`config.mk`:
```
export PLATFORM = sky130hd
export DESIGN_NAME = buffered_seq_alu
export DESIGN_NICKNAME = d
export VERILOG_FILES = /design/src/rtl/buffered_seq_alu.sv
export SDC_FILE = /design/constraint.sdc
export NUM_CORES = 1
export LEC_CHECK = 0
export ABC_AREA = 0
export CAP_MARGIN = 20
export CORE_ASPECT_RATIO = 0.7
export CORE_UTILIZATION = 60
export CTS_CLUSTER_DIAMETER = 60
export DETAILED_ROUTE_END_ITERATION = 10
export GPL_TIMING_DRIVEN = 1
export PLACE_DENSITY = 0.86
export SETUP_SLACK_MARGIN = 0.4
export SLEW_MARGIN = 20
export SYNTH_ARGS = -nofsm -noshare
export SYNTH_HDL_FRONTEND = slang
export SYNTH_SLANG_ARGS = --single-unit
export TNS_END_PERCENT = 5
```
`constraint.sdc`:
```
create_clock -name clk -period 3.95 [get_ports clk]
set_clock_uncertainty 0.2 [all_clocks]
set_input_delay 0.79 -clock clk [delete_from_list [all_inputs] [get_ports clk]]
set_output_delay 0.79 -clock clk [all_outputs]
set_load 0.03 [all_outputs]
```
`src/rtl/buffered_seq_alu.sv`:
```
// Command-FIFO-fed sequential ALU: ADD/SUB complete in one EXEC cycle, MUL (shift-add)
// and DIV (restoring, on magnitudes) take WIDTH cycles; each result is held until accepted.
//
// state  | meaning
// IDLE   | waiting for a queued command; pops the FIFO head when count > 0
// EXEC   | iterating; cycle down-counter reaches zero on the last step
// RESULT | result registered on outputs, held until out_ready
module buffered_seq_alu #(
  parameter int WIDTH = 4,
  parameter int DEPTH = 4
) (
  input  logic                         clk,
  input  logic                         reset,
  input  logic                         in_valid,
  output logic                         in_ready,
  input  logic [1:0]                   opcode,
  input  logic                         in_signed,
  input  logic [WIDTH-1:0]             in1,
  input  logic [WIDTH-1:0]             in2,
  output logic                         out_valid,
  input  logic                         out_ready,
  output logic [WIDTH-1:0]             out_high,
  output logic [WIDTH-1:0]             out_low,
  output logic                         flag,
  output logic [1:0]                   out_opcode,
  output logic                         busy,
  output logic [$clog2(DEPTH+1)-1:0]   count
);

  localparam int CW = $clog2(DEPTH + 1);
  localparam int PW = $clog2(DEPTH);
  localparam int NW = $clog2(WIDTH);
  localparam logic [1:0] OP_ADD = 2'd0;
  localparam logic [1:0] OP_SUB = 2'd1;
  localparam logic [1:0] OP_MUL = 2'd2;
  localparam logic [WIDTH-1:0] MIN_VAL = {1'b1, {(WIDTH-1){1'b0}}};

  typedef enum logic [1:0] {IDLE, EXEC, RESULT} state_t;

  typedef struct packed {
    logic [1:0]       op;
    logic             sgn;
    logic [WIDTH-1:0] a;
    logic [WIDTH-1:0] b;
  } cmd_t;

  function automatic logic [WIDTH-1:0] mag(input logic [WIDTH-1:0] v, input logic s);
    return (s && v[WIDTH-1]) ? -v : v;
  endfunction

  function automatic logic [PW-1:0] next_ptr(input logic [PW-1:0] p);
    return (p == PW'(DEPTH - 1)) ? '0 : p + 1'b1;
  endfunction

  cmd_t             fifo_mem [DEPTH];
  logic [PW-1:0]    wr_ptr, rd_ptr;
  cmd_t             head;
  logic             push, pop;

  state_t           state;
  logic [NW-1:0]    cnt;
  logic [1:0]       op_r;
  logic             sgn_r;
  logic [WIDTH-1:0] a_r, b_r;
  logic [WIDTH-1:0] hi_r, lo_r, mag_b;

  assign in_ready = (count != CW'(DEPTH));
  assign push     = in_valid && in_ready;
  assign pop      = (state == IDLE) && (count != '0);
  assign head     = fifo_mem[rd_ptr];

  always_ff @(posedge clk) begin
    if (!reset && push)
      fifo_mem[wr_ptr] <= {opcode, in_signed, in1, in2};
  end

  always_ff @(posedge clk) begin
    if (reset) begin
      wr_ptr <= '0;
      rd_ptr <= '0;
      count  <= '0;
    end else begin
      if (push) wr_ptr <= next_ptr(wr_ptr);
      if (pop)  rd_ptr <= next_ptr(rd_ptr);
      case ({push, pop})
        2'b10:   count <= count + 1'b1;
        2'b01:   count <= count - 1'b1;
        default: ;
      endcase
    end
  end

  // One iteration step: MUL keeps {hi,lo} as accumulator/multiplier, DIV as remainder/quotient.
  logic [WIDTH:0]     mul_sum, div_sh;
  logic [WIDTH-1:0]   div_diff, hi_n, lo_n;
  logic               div_ge, neg_q;
  logic [2*WIDTH-1:0] prod_f;
  logic [WIDTH:0]     sum;
  logic [WIDTH-1:0]   diff;
  logic [WIDTH-1:0]   res_hi, res_lo;
  logic               res_flag;

  assign mul_sum  = {1'b0, hi_r} + (lo_r[0] ? {1'b0, mag_b} : '0);
  assign div_sh   = {hi_r, lo_r[WIDTH-1]};
  assign div_ge   = div_sh >= {1'b0, mag_b};
  assign div_diff = div_sh[WIDTH-1:0] - mag_b;
  assign neg_q    = sgn_r && (a_r[WIDTH-1] ^ b_r[WIDTH-1]);
  assign sum      = {1'b0, a_r} + {1'b0, b_r};
  assign diff     = a_r - b_r;

  always_comb begin
    hi_n     = '0;
    lo_n     = '0;
    prod_f   = '0;
    res_hi   = '0;
    res_lo   = '0;
    res_flag = 1'b0;
    if (op_r == OP_MUL) begin
      hi_n = mul_sum[WIDTH:1];
      lo_n = {mul_sum[0], lo_r[WIDTH-1:1]};
    end else begin
      hi_n = div_ge ? div_diff : div_sh[WIDTH-1:0];
      lo_n = {lo_r[WIDTH-2:0], div_ge};
    end
    prod_f = neg_q ? -{hi_n, lo_n} : {hi_n, lo_n};
    case (op_r)
      OP_ADD: begin
        res_lo   = sum[WIDTH-1:0];
        res_flag = sgn_r ? ((a_r[WIDTH-1] == b_r[WIDTH-1]) && (sum[WIDTH-1] != a_r[WIDTH-1]))
                         : sum[WIDTH];
      end
      OP_SUB: begin
        res_lo   = diff;
        res_flag = sgn_r ? ((a_r[WIDTH-1] != b_r[WIDTH-1]) && (diff[WIDTH-1] != a_r[WIDTH-1]))
                         : (a_r < b_r);
      end
      OP_MUL: begin
        {res_hi, res_lo} = prod_f;
        res_flag = sgn_r ? (prod_f[2*WIDTH-1:WIDTH] != {WIDTH{prod_f[WIDTH-1]}})
                         : (prod_f[2*WIDTH-1:WIDTH] != '0);
      end
      default: begin
        if (b_r == '0) begin
          res_lo   = '1;
          res_hi   = a_r;
          res_flag = 1'b1;
        end else if (sgn_r && (a_r == MIN_VAL) && (b_r == '1)) begin
          res_lo   = MIN_VAL;
          res_flag = 1'b1;
        end else begin
          res_lo = neg_q ? -lo_n : lo_n;
          res_hi = (sgn_r && a_r[WIDTH-1]) ? -hi_n : hi_n;
        end
      end
    endcase
  end

  always_ff @(posedge clk) begin
    if (reset) begin
      state      <= IDLE;
      busy       <= 1'b0;
      out_valid  <= 1'b0;
      out_high   <= '0;
      out_low    <= '0;
      flag       <= 1'b0;
      out_opcode <= '0;
      cnt        <= '0;
      op_r       <= '0;
      sgn_r      <= 1'b0;
      a_r        <= '0;
      b_r        <= '0;
      hi_r       <= '0;
      lo_r       <= '0;
      mag_b      <= '0;
    end else begin
      case (state)
        IDLE: if (pop) begin
          op_r  <= head.op;
          sgn_r <= head.sgn;
          a_r   <= head.a;
          b_r   <= head.b;
          hi_r  <= '0;
          lo_r  <= (head.op == OP_MUL) ? mag(head.b, head.sgn) : mag(head.a, head.sgn);
          mag_b <= (head.op == OP_MUL) ? mag(head.a, head.sgn) : mag(head.b, head.sgn);
          cnt   <= head.op[1] ? NW'(WIDTH - 1) : '0;
          state <= EXEC;
          busy  <= 1'b1;
        end
        EXEC: begin
          hi_r <= hi_n;
          lo_r <= lo_n;
          if (cnt == '0) begin
            state      <= RESULT;
            out_valid  <= 1'b1;
            out_high   <= res_hi;
            out_low    <= res_lo;
            flag       <= res_flag;
            out_opcode <= op_r;
          end else begin
            cnt <= cnt - 1'b1;
          end
        end
        RESULT: if (out_ready) begin
          state     <= IDLE;
          out_valid <= 1'b0;
          busy      <= 1'b0;
        end
        default: state <= IDLE;
      endcase
    end
  end

endmodule

```
# [Word-level counts from Yosys, hierarchy flattened]
# Memory sizes are Yosys's and may differ from the RTL's. A register that Yosys moved wholly into a read port is not among the register bits.
# Index checks and enable logic that the tools add are counted.
[op_classes] n_addsub=14 bitwise=1 mux=47 magnitude_cmp=2 eq_ne=21 n_reduce_logical=30
[ops] operator="two-way mux 4 bit" count=16
[ops] operator="case mux 4 bit (2 select lines)" count=3
[ops] operator="two-way mux 2 bit" count=10
[ops] operator="negator 4 bit" count=4
[ops] operator="equality test 2 bit, second input constant" count=6
[ops] operator="case mux 4 bit (3 select lines)" count=1
[ops] operator="AND reduction 3 bit" count=4
[ops] operator="logical AND 1 bit" count=11
[ops] operator="adder 4 x 4 -> 5 bit" count=2
[ops] operator="two-way mux 1 bit" count=10
[ops] operator="equality test 4 bit, second input constant" count=2
[ops] operator="two-way mux 8 bit" count=1
[ops] operator="!= test 2 bit, second input constant" count=4
[ops] operator="negator 8 bit" count=1
[ops] operator="nonzero test 2 bit" count=4
[ops] operator="subtractor 4 bit" count=2
[ops] operator="equality test 2 x 1 -> 1 bit, second input constant" count=3
[ops] operator="zero test 2 bit" count=3
[ops] operator="case mux 2 bit (3 select lines)" count=1
[ops] operator="case mux 3 bit (2 select lines)" count=1
[ops] operator="AND reduction 2 bit" count=3
[ops] operator=">= comparator 5 x 4 -> 1 bit" count=1
[ops] operator="adder 2 x 1 -> 2 bit, second input constant" count=2
[ops] operator="zero test 4 bit" count=1
[ops] operator="other kinds (16)" count=19
[totals] wordCells=134 n_memories=1 mem_bits_rw=44 inputBits=15 register_bits=47 output_inout_bits=17
[memory_table] name="fifo_mem" depth=4 width=11 rd=1 rd_ports_with_merged_regs=1 wr=1 line="55" rtl="cmd_t fifo_mem [DEPTH];"

# [Longest topological paths before layout]
[logic_depth] depth_word=8 mapped_depth=14 ltp_nobuf=14

# [Worst setup path before layout]
# No wires, ideal clock.
[synth_timing] kind="register -> register" from="register count[1]" to="register count[2]" period_less_slack_ns=2.934 required_time_ns=3.680 setup_ns=0.070 path_buffers=2 path_slack_ns=1.016 stages_incl_launch_ff=12 t_arrival_ns=2.663 path_cell_list="dfxtp_1 > nor3_1 > or3_1 > clkbuf_1 > inv_1 > clkbuf_1 > ha_1 > inv_1 > fa_1 > xor2_1 > or3_1 > a21oi_1"
[synth_between] elab_chain_len=4 elab_cells_between_ends=10 classes_between="2 x add/sub; 3 x eq/ne; 1 x mux; 4 x reduce/logical"
[synth_rtl] item="start: declaration" line="27" rtl="output logic [$clog2(DEPTH+1)-1:0] count"
[synth_rtl] item="start signal: assignment" line="86" rtl="2'b10: count <= count + 1'b1;"
[synth_rtl] item="start signal: assignment" line="87" rtl="2'b01: count <= count - 1'b1;"
[synth_rtl] item="nonzero test 3 bit (*)" line="69" rtl="assign pop = (state == IDLE) && (count != '0);"
[synth_rtl] item="logical AND 1 bit (*)" line="69"
[synth_rtl] item="named net pop" line="58" rtl="logic push, pop;"
[synth_rtl] item="equality test 2 x 1 -> 1 bit / equality test 2 bit (equally long branches)" line="85" rtl="case ({push, pop})"
[synth_rtl] item="case mux 3 bit (2 select lines) / nonzero test 2 bit (equally long branches)"
# Mark *: on every way through the listed nets, which the timed path passes. The rest lies on a longest branch.
# A chain may end at the register's enable or synchronous reset.

# [Final worst setup path]
[layout_timing] from="register lo_r[0]" to="register flag"
[layout_between] elab_chain_len=8 elab_cells_between_ends=10 classes_between="2 x add/sub; 1 x eq/ne; 6 x mux; 1 x reduce/logical"
[layout_rtl] item="start: declaration" line="65" rtl="logic [WIDTH-1:0] hi_r, lo_r, mag_b;"
[layout_rtl] item="start signal: assignment" line="183" rtl="lo_r <= (head.op == OP_MUL) ? mag(head.b, head.sgn) : mag(head.a, head.sgn);"
[layout_rtl] item="start signal: assignment" line="191" rtl="lo_r <= lo_n;"
[layout_rtl] item="two-way mux 4 bit" line="103" rtl="assign mul_sum = {1'b0, hi_r} + (lo_r[0] ? {1'b0, mag_b} : '0);"
[layout_rtl] item="adder 4 x 4 -> 5 bit" line="103"
[layout_rtl] item="two-way mux 4 bit" line="118" rtl="if (op_r == OP_MUL) begin"
[layout_rtl] item="negator 8 bit" line="125" rtl="prod_f = neg_q ? -{hi_n, lo_n} : {hi_n, lo_n};"
[layout_rtl] item="two-way mux 8 bit (*)" line="125"
[layout_rtl] item="!= test 4 bit / nonzero test 4 bit (equally long branches)" line="139, 140"
[layout_rtl] item="two-way mux 1 bit (*)" line="139" rtl="res_flag = sgn_r ? (prod_f[2*WIDTH-1:WIDTH] != {WIDTH{prod_f[WIDTH-1]}})"
[layout_rtl] item="case mux 1 bit (3 select lines) (*)" line="126" rtl="case (op_r)"
[layout_rtl] item="end signal: assignment" line="197" rtl="flag <= res_flag;"
[layout_rtl] item="end: declaration" line="24" rtl="output logic flag,"
# Every way passes the cells marked *; elsewhere a longest branch is shown, timed or not.

==> impl_results.html <==
<table>
<tr><th>Metric</th><th>Value</th></tr>
<tr><th colspan="2">Worst setup path</th></tr>
<tr><td>Cells traversed along the worst timing path</td><td>and2_1, ha_1, inv_1, fa_1, xnor2_1, nor2_1, a211o_1, ha_1, a21oi_1, xor2_1, nand3_1, nor4_2, o31ai_2</td></tr>
<tr><td>Crit path launch type</td><td>flip-flop</td></tr>
<tr><td>Worst setup path category</td><td>reg -&gt; reg</td></tr>
<tr><td>Arrival time at the worst endpoint</td><td>3.21 ns</td></tr>
<tr><td>Worst-path cell with the longest stage delay</td><td>sky130_fd_sc_hd__dfxtp_1</td></tr>
<tr><td>Slowest Stage Delay on Critical Path</td><td>0.46 ns</td></tr>
<tr><td>Critical path's most frequent cell</td><td>sky130_fd_sc_hd__ha_1</td></tr>
<tr><td>Worst reg-to-reg path cell count</td><td>13</td></tr>
<tr><td>R2r endpoint</td><td>flag$_SDFFE_PP0P_</td></tr>
<tr><td>CP endpoint kind</td><td>flip-flop</td></tr>
<tr><td>Crit path required time</td><td>3.98 ns</td></tr>
<tr><td>Slack of the worst reg-to-reg path</td><td>0.76 ns</td></tr>
<tr><td>Worst r2r src</td><td>lo_r[0]$_SDFFE_PP0P_</td></tr>
<tr><td>CP max FO</td><td>8</td></tr>
<tr><th colspan="2">Timing</th></tr>
<tr><td>Setup violations, final</td><td>0</td></tr>
<tr><td>Unrepaired setup endpoints after global routing</td><td>no</td></tr>
<tr><td>Final worst-path cycle share</td><td>0.806</td></tr>
<tr><td>Slew Limit Headroom</td><td>0.431</td></tr>
<tr><td>Transition time at the pin with the least slew margin</td><td>0.853 ns</td></tr>
<tr><td>Max Transition Viols Final</td><td>0</td></tr>
<tr><td>Maximum achievable frequency</td><td>314 MHz</td></tr>
<tr><td>Post-route worst setup slack</td><td>0.765 ns</td></tr>
<tr><td>Setup TNS</td><td>0 ns</td></tr>
<tr><td>Post-layout minimum cycle time</td><td>3.19 ns</td></tr>
<tr><td>Final Hold Viols</td><td>0</td></tr>
<tr><th colspan="2">Detailed routing</th></tr>
<tr><td>Routed len/inst</td><td>18.5 um</td></tr>
<tr><td>Final wirelength</td><td>11800 um</td></tr>
<tr><td>Remaining antenna violation count</td><td>0</td></tr>
<tr><td>Initial DRC Count</td><td>458</td></tr>
<tr><td>Detailed-route DRC error count</td><td>0</td></tr>
<tr><td>Drt first pass iters</td><td>8</td></tr>
<tr><td>Number of vias per cell after detailed routing</td><td>6.39</td></tr>
<tr><td>Total number of vias</td><td>4091</td></tr>
<tr><th colspan="2">Clocking</th></tr>
<tr><td>H-Tree Level Count</td><td>3</td></tr>
<tr><td>CTS tree</td><td>built</td></tr>
<tr><td>Worst-case clock buffer depth</td><td>2</td></tr>
<tr><td>Number of clock sinks</td><td>93</td></tr>
<tr><td>Clock root buffer</td><td>sky130_fd_sc_hd__clkbuf_16</td></tr>
<tr><td>Number of hold buffers added after cts</td><td>0</td></tr>
<tr><td>Register clock-pin slew on the reported worst setup and hold paths</td><td>0.07 ns</td></tr>
<tr><td>Clock latency at the later pin of the worst-skew pair</td><td>0.34 ns</td></tr>
<tr><td>Setup Buffers After CTS</td><td>0</td></tr>
<tr><td>Inserted Clock Buffers</td><td>9</td></tr>
<tr><td>Resize count post-CTS</td><td>0</td></tr>
<tr><th colspan="2">Synthesis</th></tr>
<tr><td>Synth cell types</td><td>68</td></tr>
<tr><td>Mapped Cells</td><td>511</td></tr>
<tr><td>Number of enable-type register cells in the synthesized netlist</td><td>44</td></tr>
<tr><td>Sequential fraction of the synthesis area</td><td>0.447</td></tr>
<tr><td>Synthesized area</td><td>5150 um2</td></tr>
<tr><td>FF+latch count, synth</td><td>93</td></tr>
<tr><td>Main synth FF type</td><td>sky130_fd_sc_hd__dfxtp_1</td></tr>
<tr><td>Synthesized net count</td><td>558</td></tr>
<tr><td>Syn avg cell area</td><td>10.1 um2</td></tr>
<tr><td>Warnings, synthesis</td><td>0</td></tr>
<tr><td>Async set or reset register ratio after synthesis</td><td>0</td></tr>
<tr><th colspan="2">Run status</th></tr>
<tr><td>Status</td><td>complete, no violations</td></tr>
<tr><th colspan="2">Worst hold path</th></tr>
<tr><td>Number of instances on the worst hold path</td><td>2</td></tr>
<tr><td>Hold crit path type</td><td>reg -&gt; reg</td></tr>
<tr><td>Worst Hold End</td><td>out_low[2]$_SDFFE_PP0P_</td></tr>
<tr><td>Worst min-delay path startpoint</td><td>out_low[2]$_SDFFE_PP0P_</td></tr>
<tr><th colspan="2">Layout</th></tr>
<tr><td>Fraction of final layout cells with drive strength greater than 1</td><td>0.0928</td></tr>
<tr><td>Non-filler instance count after layout</td><td>640</td></tr>
<tr><td>Filler Cell Count</td><td>556</td></tr>
<tr><td>FF/Latch Area</td><td>2300 um2</td></tr>
<tr><td>Number of antenna repair diodes</td><td>0</td></tr>
<tr><td>Final #Nets</td><td>581</td></tr>
<tr><td>Final standard cell utilization of the core</td><td>0.715</td></tr>
<tr><td>Area of the multi-input gates</td><td>2600 um2</td></tr>
<tr><td>Layout overhead on the synthesized area</td><td>12.1%</td></tr>
<tr><th colspan="2">Power and ir drop</th></tr>
<tr><td>Leak</td><td>2.15 nW</td></tr>
<tr><td>Power density over the cells</td><td>905 nW/um2</td></tr>
<tr><td>Worst IR drop on VDD</td><td>0.000625 V</td></tr>
<tr><th colspan="2">GRT</th></tr>
<tr><td>Leftover overflow at the end of global routing</td><td>0</td></tr>
<tr><td>Largest net degree at the start of global routing</td><td>33</td></tr>
<tr><td>Number of antenna violations at the first check in global routing</td><td>0</td></tr>
<tr><td>Tot GR Track Use</td><td>0.287</td></tr>
<tr><td>Global-route wire length before repair</td><td>19800 um</td></tr>
<tr><td>Vias in the first global route</td><td>3992</td></tr>
<tr><th colspan="2">Floorplan</th></tr>
<tr><td>Starting density of the core</td><td>0.638</td></tr>
<tr><td>Die span in y</td><td>79.5 um</td></tr>
<tr><td>Die boundary width</td><td>113 um</td></tr>
<tr><td>Floorplan die area</td><td>8960 um2</td></tr>
<tr><td>Top-level I/O count</td><td>32</td></tr>
<tr><td>Site Rows</td><td>27</td></tr>
<tr><td>Core Area</td><td>8070 um2</td></tr>
<tr><th colspan="2">Placed design</th></tr>
<tr><td>Final HPWL DP</td><td>8530 um</td></tr>
<tr><td>Placed insts</td><td>624</td></tr>
<tr><td>Pre-CTS worst setup slack</td><td>0.774 ns</td></tr>
<tr><td>Routability congestion estimate from global placement</td><td>0.929</td></tr>
<tr><td>Number of buffers added on ports</td><td>31</td></tr>
<tr><th colspan="2">Job</th></tr>
<tr><td>Max-capacitance violation count</td><td>0</td></tr>
</table>
-- logic make-up after synthesis --
| kind of cell | Yosys count | share of synthesized area |
|---|---|---|
| XOR/XNOR | 17 | 0.0289 |
| AND/OR/NAND/NOR | 171 | 0.162 |
| adder cells (fa/ha/maj) | 32 | 0.0850 |
| AO/OA/AOI/OAI | 117 | 0.155 |
| flip-flops | 93 | 0.447 |
| multiplexers | 22 | 0.0743 |
| buffers and inverters | 59 | 0.0476 |
-- flip-flops by register name, summed over array words and instances, names as in the netlist, 3 cells and up, named ones only --
register  flops
out_low       4
b_r           4
lo_r          4
mag_b         4
hi_r          4
a_r           4
count         3
fifo_mem     44
out_high      4
-- cell type report --
| class | instances | area share |
|---|---|---|
| Multi-Input combinational cell | 359 | 0.451 |
| Sequential cell | 93 | 0.399 |
| Timing Repair Buffer | 34 | 0.0568 |
| Clock buffer | 11 | 0.0403 |
| Inverter | 37 | 0.0241 |
| Tap cell | 101 | 0.0219 |
| Clock inverter | 5 | 0.00737 |
-- critical path, delay by kind of cell, from the launching register on --
family,cells,cell delay [ns]
buffers and inverters,1,0.06
adder cells (fa/ha/maj),3,0.83
XOR/XNOR,2,0.41
AND/OR/NAND/NOR,4,0.55
AO/OA/AOI/OAI,3,0.57
flip-flops,1,0.46
-- cells in the final DEF, fill, tap and decap left out, types with 12 or more instances in the layout --
master	count
sky130_fd_sc_hd__nand2_1	58
sky130_fd_sc_hd__nor2_1	53
sky130_fd_sc_hd__a21oi_1	52
sky130_fd_sc_hd__dfxtp_1	49
sky130_fd_sc_hd__edfxtp_1	44
sky130_fd_sc_hd__inv_1	36
sky130_fd_sc_hd__clkdlybuf4s50_1	30
sky130_fd_sc_hd__ha_1	27
sky130_fd_sc_hd__nor3_1	14
sky130_fd_sc_hd__o21ai_0	13
sky130_fd_sc_hd__mux4_2	12
-- layer usage --
metal  routed length, um  part of all wire  vias to the layer above  track usage
met3                1050             0.088                       34       0.0721
li1                    -                 -                     1879            -
met5                   0                 0                        -            0
met2                5500              0.47                      228        0.464
met4                 244             0.021                        0       0.0853
met1                5030              0.43                     1950        0.383
-- cell usage after synthesis (all sizes together) (7+ instances only) --
| library cell | n | area share |
|---|---|---|
| ha | 27 | 0.066 |
| dfxtp | 49 | 0.19 |
| o21ai | 16 | 0.016 |
| clkbuf | 17 | 0.012 |
| xnor2 | 9 | 0.015 |
| a31oi | 7 | 0.011 |
| nor3 | 15 | 0.016 |
| nand2 | 59 | 0.044 |
| nor2 | 53 | 0.039 |
| edfxtp | 44 | 0.26 |
| inv | 37 | 0.027 |
| and2 | 8 | 0.0097 |
| a21oi | 52 | 0.051 |
| xor2 | 8 | 0.014 |
| mux4 | 12 | 0.052 |
| mux2i | 10 | 0.022 |
-- report_power, final --
group / leakage (nW) / internal [W] / switching (W)
combinational: 1.21 / 0.00115 / 0.00180
sequential: 0.800 / 0.00120 / 0.000271
clock: 0.136 / 0.000436 / 0.000368
total: 2.15 / 0.00278 / 0.00244
-- through the flow --
step	instance area (um2)	hold WS [ns]	total power [W]
final	5770	0.253	0.00522
after CTS	5770	0.256	0.00516
after detailed placement	5500	0.247	0.00433
after floorplan	5150	0.233	0.00364
after global routing	5770	0.276	0.00558
after global placement	5500	0.242	0.00421
-- worst max path at each step --
stage / start / to / slack (ns) / cells past startpoint
floorplan: count[1]$_SDFFE_PP0P_ / count[2]$_SDFFE_PP0P_ / 1.02 / 11
global placement: lo_r[0]$_SDFFE_PP0P_ / flag$_SDFFE_PP0P_ / 0.92 / 13
detailed placement: lo_r[0]$_SDFFE_PP0P_ / flag$_SDFFE_PP0P_ / 0.77 / 13
CTS: lo_r[0]$_SDFFE_PP0P_ / flag$_SDFFE_PP0P_ / 0.76 / 13
global route: lo_r[0]$_SDFFE_PP0P_ / flag$_SDFFE_PP0P_ / 0.51 / 13
finish: lo_r[0]$_SDFFE_PP0P_ / flag$_SDFFE_PP0P_ / 0.76 / 13
(Power assumes the default switching activity.)
